### config.mk
export PLATFORM = sky130hd
export DESIGN_NAME = exe_divider
export DESIGN_NICKNAME = d
export VERILOG_FILES = /design/src/rtl/exe_divider.sv
export SDC_FILE = /design/constraint.sdc
export NUM_CORES = 1
export LEC_CHECK = 0
export CAP_MARGIN = 0
export CORE_MARGIN = 2
export CORE_UTILIZATION = 52
export DETAILED_ROUTE_END_ITERATION = 7
export PLACE_DENSITY = 0.72
export REMOVE_ABC_BUFFERS = 1
export SYNTH_ARGS = -nofsm -noshare
export SYNTH_HDL_FRONTEND = slang
export SYNTH_SLANG_ARGS = --single-unit
### constraint.sdc
create_clock -name clk -period 4.1 [get_ports clk]
set_input_delay 1.025 -clock clk [delete_from_list [all_inputs] [get_ports clk]]
set_output_delay 1.025 -clock clk [all_outputs]
set_load 0.005 [all_outputs]
### src/rtl/exe_divider.sv
// -----------------------------------------------------------------------------
// exe_divider
//
// Purpose:
//   Multi-cycle 32-bit integer divider for the EXE stage (DIV / DIVU).
//   Radix-2 restoring algorithm on operand magnitudes, one quotient bit per
//   cycle, followed by a sign-fix cycle. The quotient goes to LO and the
//   remainder goes to HI. The EXE/MEM register captures them on the done cycle.
//
// Ports:
//   clk            pipeline clock
//   rst            asynchronous reset, active low
//   start_i        EXE holds a DIV/DIVU this cycle
//   signed_i       1 = DIV (signed), 0 = DIVU; sampled with start_i
//   dividend_i     rs value after bypass
//   divisor_i      rt value after bypass
//   flush_i        cancel any operation in flight (exception / MEM flush)
//   stall_o        freeze PC, IF/ID and ID/EXE while the divide is in progress
//   done_o         one-cycle pulse, results valid
//   quotient_o     quotient (to LO), registered
//   remainder_o    remainder (to HI), registered
//   div_by_zero_o  divisor was zero; valid while done_o = 1
//
// Build option:
//   DIV_ZERO_FAST_EN  when defined, a zero divisor seen at start skips the
//                     iteration phase and completes two cycles after start.
// -----------------------------------------------------------------------------
module exe_divider #(
  parameter int ITER = 32
) (
  input  logic        clk,
  input  logic        rst,
  input  logic        start_i,
  input  logic        signed_i,
  input  logic [31:0] dividend_i,
  input  logic [31:0] divisor_i,
  input  logic        flush_i,
  output logic        stall_o,
  output logic        done_o,
  output logic [31:0] quotient_o,
  output logic [31:0] remainder_o,
  output logic        div_by_zero_o
);

  localparam int            CW   = (ITER > 1) ? $clog2(ITER) : 1;
  localparam logic [CW-1:0] LAST = CW'(ITER - 1);

  typedef enum logic [1:0] {
    S_IDLE = 2'd0,
    S_DIV  = 2'd1,
    S_SIGN = 2'd2,
    S_DONE = 2'd3
  } state_t;

  state_t        state_q, state_d;
  logic [CW-1:0] cnt_q, cnt_d;
  logic [31:0]   rem_q, rem_d;        // partial remainder (always < divisor)
  logic [31:0]   quo_q, quo_d;        // dividend shifts out, quotient shifts in
  logic [31:0]   dvs_q, dvs_d;        // divisor magnitude
  logic [31:0]   dvd_raw_q, dvd_raw_d; // raw dividend, for the divide-by-zero remainder
  logic          q_neg_q, q_neg_d;
  logic          r_neg_q, r_neg_d;
  logic          zero_q, zero_d;
  logic [31:0]   quotient_q, quotient_d;
  logic [31:0]   remainder_q, remainder_d;
  logic          done_q, done_d;
  logic          dbz_q, dbz_d;

  // Iteration datapath: shift {rem, quo} left by one and trial-subtract.
  // The 33-bit shifted value is below 2*divisor, so bit 32 of the difference
  // is a reliable "negative" flag for a non-zero divisor.
  logic [32:0] shifted;
  logic [32:0] trial;

  // Operand magnitudes; 0x80000000 maps to itself, which is the correct
  // unsigned magnitude, so the most-negative case needs no special handling.
  logic [31:0] dvd_mag;
  logic [31:0] dvs_mag;

  always_comb begin
    shifted = {rem_q, quo_q[31]};
    trial   = shifted - {1'b0, dvs_q};
    dvd_mag = (signed_i && dividend_i[31]) ? (~dividend_i + 32'd1) : dividend_i;
    dvs_mag = (signed_i && divisor_i[31])  ? (~divisor_i  + 32'd1) : divisor_i;
  end

  always_comb begin
    state_d     = state_q;
    cnt_d       = cnt_q;
    rem_d       = rem_q;
    quo_d       = quo_q;
    dvs_d       = dvs_q;
    dvd_raw_d   = dvd_raw_q;
    q_neg_d     = q_neg_q;
    r_neg_d     = r_neg_q;
    zero_d      = zero_q;
    quotient_d  = quotient_q;
    remainder_d = remainder_q;
    dbz_d       = dbz_q;
    done_d      = 1'b0;
    stall_o     = 1'b0;

    unique case (state_q)
      S_IDLE: begin
        if (start_i && !flush_i) begin
          stall_o   = 1'b1;
          rem_d     = 32'd0;
          quo_d     = dvd_mag;
          dvs_d     = dvs_mag;
          dvd_raw_d = dividend_i;
          q_neg_d   = signed_i & (dividend_i[31] ^ divisor_i[31]);
          r_neg_d   = signed_i & dividend_i[31];
          zero_d    = (divisor_i == 32'd0);
          cnt_d     = '0;
`ifdef DIV_ZERO_FAST_EN
          state_d   = (divisor_i == 32'd0) ? S_SIGN : S_DIV;
`else
          state_d   = S_DIV;
`endif
        end
      end

      S_DIV: begin
        stall_o = 1'b1;
        if (!trial[32]) begin
          rem_d = trial[31:0];
          quo_d = {quo_q[30:0], 1'b1};
        end else begin
          rem_d = shifted[31:0];
          quo_d = {quo_q[30:0], 1'b0};
        end
        cnt_d = cnt_q + 1'b1;
        if (cnt_q == LAST) begin
          state_d = S_SIGN;
        end
      end

      S_SIGN: begin
        stall_o = 1'b1;
        if (zero_q) begin
          // Zero divisor: fixed result in both modes, remainder is the
          // dividend exactly as it was presented.
          quotient_d  = 32'hFFFF_FFFF;
          remainder_d = dvd_raw_q;
          dbz_d       = 1'b1;
        end else begin
          quotient_d  = q_neg_q ? (~quo_q + 32'd1) : quo_q;
          remainder_d = r_neg_q ? (~rem_q + 32'd1) : rem_q;
          dbz_d       = 1'b0;
        end
        done_d  = 1'b1;
        state_d = S_DONE;
      end

      S_DONE: begin
        state_d = S_IDLE;
      end

      default: begin
        state_d = S_IDLE;
      end
    endcase

    // Flush cancels everything in flight: results registers keep their
    // previous contents and no completion pulse is produced.
    if (flush_i) begin
      state_d     = S_IDLE;
      quotient_d  = quotient_q;
      remainder_d = remainder_q;
      dbz_d       = dbz_q;
      done_d      = 1'b0;
    end
  end

  always_ff @(posedge clk or negedge rst) begin
    if (!rst) begin
      state_q     <= S_IDLE;
      cnt_q       <= '0;
      rem_q       <= 32'd0;
      quo_q       <= 32'd0;
      dvs_q       <= 32'd0;
      dvd_raw_q   <= 32'd0;
      q_neg_q     <= 1'b0;
      r_neg_q     <= 1'b0;
      zero_q      <= 1'b0;
      quotient_q  <= 32'd0;
      remainder_q <= 32'd0;
      done_q      <= 1'b0;
      dbz_q       <= 1'b0;
    end else begin
      state_q     <= state_d;
      cnt_q       <= cnt_d;
      rem_q       <= rem_d;
      quo_q       <= quo_d;
      dvs_q       <= dvs_d;
      dvd_raw_q   <= dvd_raw_d;
      q_neg_q     <= q_neg_d;
      r_neg_q     <= r_neg_d;
      zero_q      <= zero_d;
      quotient_q  <= quotient_d;
      remainder_q <= remainder_d;
      done_q      <= done_d;
      dbz_q       <= dbz_d;
    end
  end

  assign done_o        = done_q;
  assign quotient_o    = quotient_q;
  assign remainder_o   = remainder_q;
  assign div_by_zero_o = dbz_q;

endmodule

Word-level counts from Yosys, hierarchy flattened
Index checks and enable logic that the tools add are counted.
- bits in registers: 204
- input port bits: 69
- add/sub/neg operators: 6
- equal/unequal tests: 7
- mux-type cells: 23
- bitwise logic cells: 8
- reductions and logical operators: 12
- operator list (kind ; count):
    32-bit two-way mux ; 9
    32-bit by 1-bit adder with 32-bit output, second input constant ; 4
    32-bit inverter ; 4
    32-bit case mux with 2 select lines ; 2
    33-bit by 32-bit subtractor with 33-bit output ; 1
    32-bit zero test ; 1
    5-bit case mux with 2 select lines ; 1
    2-bit case mux with 4 select lines ; 1
    2-bit AND reduction ; 4
    2-bit two-way mux ; 3
    3-bit inequality test, second input constant ; 2
    5-bit by 1-bit adder with 5-bit output, second input constant ; 1
    5-bit == test, second input constant ; 1
    1-bit two-way mux ; 5
    5-bit two-way mux ; 1
    2-bit == test, second input constant ; 2
    1-bit logical AND ; 3
    1-bit AND ; 2
    2-bit by 1-bit == test with 1-bit output, second input constant ; 1
    2-bit zero test ; 1
    2-bit inequality test, second input constant ; 1
    1-bit case mux with 2 select lines ; 1
    2-bit nonzero test ; 1
    2-bit OR reduction ; 1
    other kinds (3) ; 3

Depth between registers and ports, before layout
Gate-level depths: netlist of run 1.
- depth after elaboration: 5
- depth in mapped cells: 13

Worst setup path after synthesis of run 1
Ideal clock, no wire load.
- path type: input port to flip-flop
- from: in dividend_i[8]
- to: reg quo_q[21]
- data arrival time: 3.062 ns
- data required time: 3.964 ns
- slack: 0.902 ns
- cell stages on the path: 9
- path through: or4_1 > or3_1 > nor3_1 > nand2b_1 > o41ai_1 > xor2_1 > nor2_1 > a21oi_1 > o21ai_0
- word-level cells in the longest chain between the ends: 5
- RTL lines (what ; RTL line ; text):
    start, declared ; 35 ; input logic [31:0] dividend_i,
    32-bit inverter ; 83 ; dvd_mag = (signed_i && dividend_i[31]) ? (~dividend_i + 32'd1) : dividend_i;
    32-bit by 1-bit adder with 32-bit output ; 83 ;
    32-bit two-way mux ; 83 ;
    32-bit two-way mux ; 105 ; if (start_i && !flush_i) begin
    32-bit case mux with 2 select lines ; 103 ; unique case (state_q)
    end signal, assigned ; 194 ; quo_q <= quo_d;
    end, declared ; 58 ; logic [31:0] quo_q, quo_d;
No other way between the ends. The select of a mux whose other input is x is not followed.
A chain may end at the register's enable or synchronous reset.

Worst setup path after layout of run 1
- from: reg quo_q[31]
- to: reg rem_q[19]
- word-level cells in the longest chain between the ends: 3
- RTL lines (what ; RTL line ; text):
    33-bit by 32-bit subtractor with 33-bit output ; 82 ; trial = shifted - {1'b0, dvs_q};
    32-bit two-way mux ; 125 ; if (!trial[32]) begin
    32-bit case mux with 2 select lines ; 103 ;
    end signal, assigned ; 193 ; rem_q <= rem_d;
    end, declared ; 57 ; logic [31:0] rem_q, rem_d;
No other way between the ends.

==> results.py, run 1 <==
metrics = {
    "detailed_routing": {
        "dr.pass1.iters": 5,
        "ant_nets": 0,
        "wire_per_inst_um": 15.99,
        "remaining_drc_errors": 0,
        "viasPerCell": 5.562,
        "via_count": 10670,
        "drt_iter0_drc": 608,
        "drt-total-wl_um": 30690,
    },
    "timing": {
        "final-hold-violation-count": 0,
        "final-setup-viol-count": 0,
        "fin_skew_ps": 10.67,
        "rsz0062_at_grt": "false",
        "worst_slew_pin_slew_ps": 947.6,
        "slew_headroom_pct": 36.82,
        "finalCriticalPeriod_ps": 3492,
        "worst_slack_ps": 607.6,
        "slew_violations": 0,
        "period_share_pct": 85.18,
        "timing.fmax_mhz": 286.3,
    },
    "cts": {
        "cts_resized": 0,
        "cts-root-buf": "clkbuf_16",
        "clk_pin_slew_ps": 60,
        "cts_tree": "yes",
        "clkLatencyLatePin_ps": 510,
        "cts_buffers": 23,
        "cts_hold_buf": 0,
        "cts.path.max_buffers": 3,
        "htree_levels": 1,
        "cts_num_sinks": 204,
        "post-cts-setup-buffers": 0,
    },
    "critical_path": {
        "critPathRequiredTime_ps": 4480,
        "critPathLaunchType": "flop",
        "slowest_stage": "dfrtp_1",
        "end_kind": "flop",
        "path_cells": "inv_1 -> ha_1 -> fa_1 -> nand2b_1 -> a21oi_1 -> nor2_1 -> o21ai_2 -> a21bo_2 -> o21ai_1 -> xnor2_4 -> buf_12 -> nor2_1 -> a311o_1",
        "path_max_fanout": 46,
        "crit_type": "flop to flop",
        "cpPeakStageDelay_ps": 480,
        "arrival_ps": 3870,
        "cpMostUsedCell": "nor2_1",
    },
    "layout": {
        "fillers": 2143,
        "area_delta_synth_final_pct": 18.63,
        "design_area_mm2": 0.01520,
        "antenna_cells": 0,
        "nets": 1691,
        "fin_util_pct": 62.68,
        "multi_input_area_mm2": 0.007208,
        "seqCellArea_mm2": 0.005106,
        "drive_above_1_share_pct": 6.897,
    },
    "synth": {
        "synth_simple_gate_area_share_pct": 16.19,
        "synth-seq-cells": 204,
        "synthTopCellsByCount": "204 x dfrtp_1, 199 x nand2_1, 173 x o21ai_0",
        "synth_fa_ha_area_share_pct": 4.258,
        "synth-compound-area-share_pct": 20.49,
        "ys_top_cells_by_area": "dfrtp_1 40%, o21ai_0 6.8%, nand2_1 5.8%, xnor2_1 5.7%, a21oi_1 4.6%",
        "synthesis.area_mm2": 0.01281,
        "synth_xor_area_share_pct": 10.04,
        "yosysMostFrequentCell": "dfrtp_1",
        "avgSynthCellArea_um2": 8.662,
        "synthMuxAreaShare_pct": 5.069,
        "ys_warn_count": 0,
        "netlist_instances": 1479,
        "synthArstFlopShare_pct": 100.0,
        "synth.distinct_cells": 65,
        "synth_top_area_share_pct": 39.85,
        "synthFlopType": "dfrtp_1",
        "seq_area_frac_synth_pct": 39.85,
        "synth_edf_count": 0,
        "synth_top_family_by_area": "compound AO/OA/AOI/OAI gates",
        "synth.largest_area_cell": "dfrtp_1",
    },
    "die": {
        "floorplan.initialDensity_pct": 52.83,
        "die_w_um": 161.0,
        "core_mm2": 0.02425,
        "die_y_um": 161.0,
        "die_area_mm2": 0.02591,
        "rows": 57,
        "ios": 136,
    },
    "power": {
        "max-vdd-ir-drop_v": 0.0004158,
        "p_int_mw": 6.045,
        "switchingPower_mw": 3.698,
        "combPwrFrac_pct": 43.5,
        "p_seq_share_pct": 36.0,
        "powerDensity_mw_per_mm2": 641.1,
        "power.leakage_nw": 6.493,
        "power.total_mw": 9.743,
        "swShare_pct": 37.95,
        "clkPwrFrac_pct": 20.5,
    },
    "place": {
        "gp_congestion": 0.8864,
        "place_ws_ps": 161.2,
        "port_buffers": 135,
        "post_dp_cell_area_mm2": 0.01447,
        "place_hpwl_um": 23070,
    },
    "run": {
        "maxCapViolations": 0,
    },
    "grt": {
        "grt_util_all_layers_pct": 23.72,
        "grt_pass1_vias": 10070,
        "grt_max_degree": 97,
        "grt_overflow": 0,
        "grt_pass1_wl_um": 50850,
        "antenna_found_initial": 0,
    },
    "min_path": {
        "hp-class": "flop to flop",
    },
    "run_status": {
        "outcome": "complete, no violations",
    },
}
[cells in the final DEF (no fill, tap or decap), types with 6 or more instances in the layout]
cell	count
dfrtp_1	203
nand2_1	199
o21ai_0	173
clkdlybuf4s50_1	134
a21oi_1	119
nor2_1	97
xnor2_1	84
xor2_1	61
inv_1	58
ha_1	41
nand3_1	34
mux2_2	31
o22a_1	31
mux2i_1	30
o31ai_1	26
nor3_1	24
clkbuf_16	23
buf_4	18
or3_1	17
o211ai_1	15
o41ai_1	13
and3_1	12
nand2b_1	12
and2_1	10
or4_1	10
a21o_1	10
nor4_1	7
o21a_1	7
nor2b_1	6
nand4_1	6
clkinv_2	6
clkbuf_1	6
[state kept, by name, summed over array words and instances (netlist names), 2 cells and up]
name and cells:
remainder_o 32, dvs_q 32, state_q 2, rem_q 32, dvd_raw_q 32, quotient_o 32
quo_q 32, cnt_q 5
[critical path: cells and delay by family, from the launching register on]
| family | cells | cell delay [ps] |
|---|---|---|
| AO/OA/AOI/OAI | 5 | 1180 |
| adder cells (fa/ha/maj) | 2 | 690 |
| flip-flops | 1 | 480 |
| buffers and inverters | 2 | 430 |
| AND/OR/NAND/NOR | 3 | 380 |
| XOR/XNOR | 1 | 190 |
[cell families after synthesis]
group           count (synthesis)
buf+inv                       138
fa+ha+maj                      43
mux                            61
xor+xnor                      146
simple gates                  452
compound gates                435
flops                         204
[through the flow]
step | hold slack, ps | TNS, ps | cells
detailed placement | 468.1 | 0 | 1878
global placement | 458.1 | 0 | 1878
global route | 504.6 | 0 | 1919
CTS | 480.6 | 0 | 1919
floorplan | 445.3 | -165990 | 1399
finish | 478.8 | 0 | 1919
[power by group through the flow]
stage               combinational (mW)  sequential, mW  clock [mW]
global route                      4.76            3.62        2.13
global placement                  4.17            3.50           0
finish                            4.24            3.51        1.99
detailed placement                4.24            3.53           0
floorplan                         2.87            3.34           0
CTS                               4.26            3.51        2.04
[routing by layer]
layer / track usage [%] / up-vias / share of wire, %
met4: 7.102 / 0 / 2.8
met1: 32.78 / 4966 / 46
met3: 2.169 / 58 / 3.6
li1: - / 5419 / -
met2: 39.88 / 230 / 47
met5: 0 / - / 0
[cell type report]
type	instances	share of cell area [%]
Inverter	58	1.432
Multi-Input combinational cell	1137	47.43
Timing Repair Buffer	155	10.07
Clock buffer	31	4.116
Tap cell	324	2.667
Clock inverter	10	0.6915
Sequential cell	204	33.60
[final timing paths]
kind | startpoint | slack (ps) | endpoint | cells past startpoint
max | quo_q[31]$_DFFE_PN0P_ | 610 | rem_q[19]$_DFFE_PN0P_ | 13
min | dvs_q[26]$_DFFE_PN0P_ | 480 | dvs_q[26]$_DFFE_PN0P_ | 2
max reg2reg | quo_q[31]$_DFFE_PN0P_ | 610 | rem_q[19]$_DFFE_PN0P_ | 13
min reg2reg | dvs_q[26]$_DFFE_PN0P_ | 480 | dvs_q[26]$_DFFE_PN0P_ | 2
max in group asynchronous | rst | 2590 | remainder_o[31]$_DFFE_PN0P_ | 2
min in group asynchronous | rst | 570 | dvs_q[5]$_DFFE_PN0P_ | 1
(Power assumes the default switching activity.)
==> inputs of run 2 (changes only) <==
--- a/config.mk
+++ b/config.mk
@@ -7,9 +7,9 @@
 export LEC_CHECK = 0
 export CAP_MARGIN = 0
 export CORE_MARGIN = 2
-export CORE_UTILIZATION = 52
+export CORE_UTILIZATION = 55
 export DETAILED_ROUTE_END_ITERATION = 7
-export PLACE_DENSITY = 0.72
+export PLACE_DENSITY = 0.76
 export REMOVE_ABC_BUFFERS = 1
 export SYNTH_ARGS = -nofsm -noshare
 export SYNTH_HDL_FRONTEND = slang
==> results.py, run 2 (synthesized netlist as in run 1, its figures left out) <==
metrics = {
    "run_status": {
        "outcome": "complete, no violations",
    },
    "layout": {
        "fin_util_pct": 66.74,
        "multi_input_area_mm2": 0.007208,
        "area_delta_synth_final_pct": 18.66,
        "drive_above_1_share_pct": 7.071,
        "fillers": 1889,
        "final_common_cell": "dfrtp_1",
        "final_cell_mix": "203 x dfrtp_1, 199 x nand2_1, 173 x o21ai_0, 134 x clkdlybuf4s50_1, 119 x a21oi_1",
        "seqCellArea_mm2": 0.005106,
        "nets": 1697,
        "fin_cells": 1911,
        "antenna_cells": 0,
        "design_area_mm2": 0.01520,
    },
    "detailed_routing": {
        "via_count": 11170,
        "viasPerCell": 5.847,
        "remaining_drc_errors": 0,
        "drt-total-wl_um": 32780,
        "ant_nets": 0,
        "dr.pass1.iters": 6,
        "drt_iter0_drc": 776,
        "wire_per_inst_um": 17.15,
    },
    "cts": {
        "post-cts-setup-buffers": 0,
        "cts_buffers": 23,
        "cts_num_sinks": 204,
        "htree_levels": 1,
        "cts_hold_buf": 0,
        "cts.path.max_buffers": 3,
        "clk_pin_slew_ps": 60,
        "cts_resized": 0,
        "cts-root-buf": "clkbuf_16",
        "clkLatencyLatePin_ps": 520,
        "cts_tree": "yes",
    },
    "die": {
        "floorplan.initialDensity_pct": 56.24,
        "core_mm2": 0.02278,
        "die_y_um": 156.6,
        "rows": 55,
        "die_area_mm2": 0.02453,
        "die_w_um": 156.6,
        "ios": 136,
    },
    "timing": {
        "timing.fmax_mhz": 283.1,
        "slew_violations": 0,
        "fin_skew_ps": 10.72,
        "rsz0062_at_grt": "false",
        "worst_slew_pin_slew_ps": 1049,
        "slew_headroom_pct": 29.81,
        "final-hold-violation-count": 0,
        "timing.hold.ws_ps": 475.1,
        "period_share_pct": 86.15,
        "final-setup-viol-count": 0,
        "finalCriticalPeriod_ps": 3532,
        "setup_tns_ps": 0,
    },
    "critical_path": {
        "critPathRequiredTime_ps": 4500,
        "crit_type": "flop to flop",
        "critPathLaunchType": "flop",
        "path_cells": "ha_1 -> nand2_1 -> or3_1 -> or3b_1 -> o21ai_2 -> a21bo_2 -> o21ai_1 -> xnor2_4 -> buf_12 -> nor2_1 -> a311o_1",
        "slowest_stage": "dfrtp_1",
        "arrival_ps": 3940,
        "end_kind": "flop",
        "cpPeakStageDelay_ps": 450,
        "path_max_fanout": 39,
    },
    "grt": {
        "antenna_found_initial": 0,
        "grt_util_all_layers_pct": 26.79,
        "grt_pass1_wl_um": 53160,
        "grt_max_degree": 110,
        "grt_overflow": 0,
        "grt_pass1_vias": 10630,
    },
    "power": {
        "max-vdd-ir-drop_v": 0.0004250,
        "power.leakage_nw": 6.515,
        "powerDensity_mw_per_mm2": 641.4,
    },
    "run": {
        "maxCapViolations": 0,
    },
    "place": {
        "place_hpwl_um": 24120,
        "place_inst": 1873,
        "post_dp_cell_area_mm2": 0.01451,
        "port_buffers": 135,
        "gp_congestion": 0.9155,
    },
    "min_path": {
        "hp-class": "flop to flop",
    },
}
## run 2: worst paths after layout
| kind | from | to | slack (ps) | cells past startpoint |
|---|---|---|---|---|
| setup / recovery | rem_q[8]$_DFFE_PN0P_ | rem_q[19]$_DFFE_PN0P_ | 570 | 11 |
| hold / removal | dvs_q[16]$_DFFE_PN0P_ | dvs_q[16]$_DFFE_PN0P_ | 480 | 2 |
| setup reg to reg | rem_q[8]$_DFFE_PN0P_ | rem_q[19]$_DFFE_PN0P_ | 570 | 11 |
| hold reg to reg | dvs_q[16]$_DFFE_PN0P_ | dvs_q[16]$_DFFE_PN0P_ | 480 | 2 |
| max in group asynchronous | rst | dvd_raw_q[26]$_DFFE_PN0P_ | 2560 | 2 |
| min in group asynchronous | rst | remainder_o[11]$_DFFE_PN0P_ | 620 | 1 |
## run 2: power breakdown
group,switching [mW],internal [mW],total (mW)
combinational,2.29,2.08,4.37
sequential,0.661,2.79,3.45
clock,0.813,1.12,1.93
total,3.76,5.99,9.75
## run 2: worst max-delay path, delay by kind of cell, from the launching register on
| kind | cells | cell delay, ps |
|---|---|---|
| AOI/OAI and AO/OA | 4 | 950 |
| xor gates and xnor gates | 1 | 330 |
| adders and majority gates | 1 | 420 |
| buffers and inverters | 1 | 270 |
| DFF | 1 | 450 |
| and+or+nand+nor | 4 | 960 |
## run 2: routing by layer
layer	wire length, um	global-route usage (%)	vias to the layer above	share of wire, %
met2	15820	46.34	322	48
met3	1618	2.908	63	4.9
met5	0	0	-	0
met1	14380	35.48	5367	44
li1	-	-	5422	-
met4	961	8.257	0	2.9
## run 2: through the flow
stage	total power [mW]	setup slack, ps
floorplan	6.207	-3379
global placement	7.667	259.9
CTS	9.778	572.6
global route	10.46	331.7
finish	9.751	567.9
detailed placement	7.835	157.1
## run 2: area by class of cell
| cell class | count | area share (%) |
|---|---|---|
| clock inverter | 4 | 0.1564 |
| clock buffer | 34 | 4.387 |
| tap | 313 | 2.576 |
| timing repair buffer | 161 | 10.44 |
| inverter | 58 | 1.432 |
| sequential | 204 | 33.59 |
| multi-input combinational | 1137 | 47.42 |
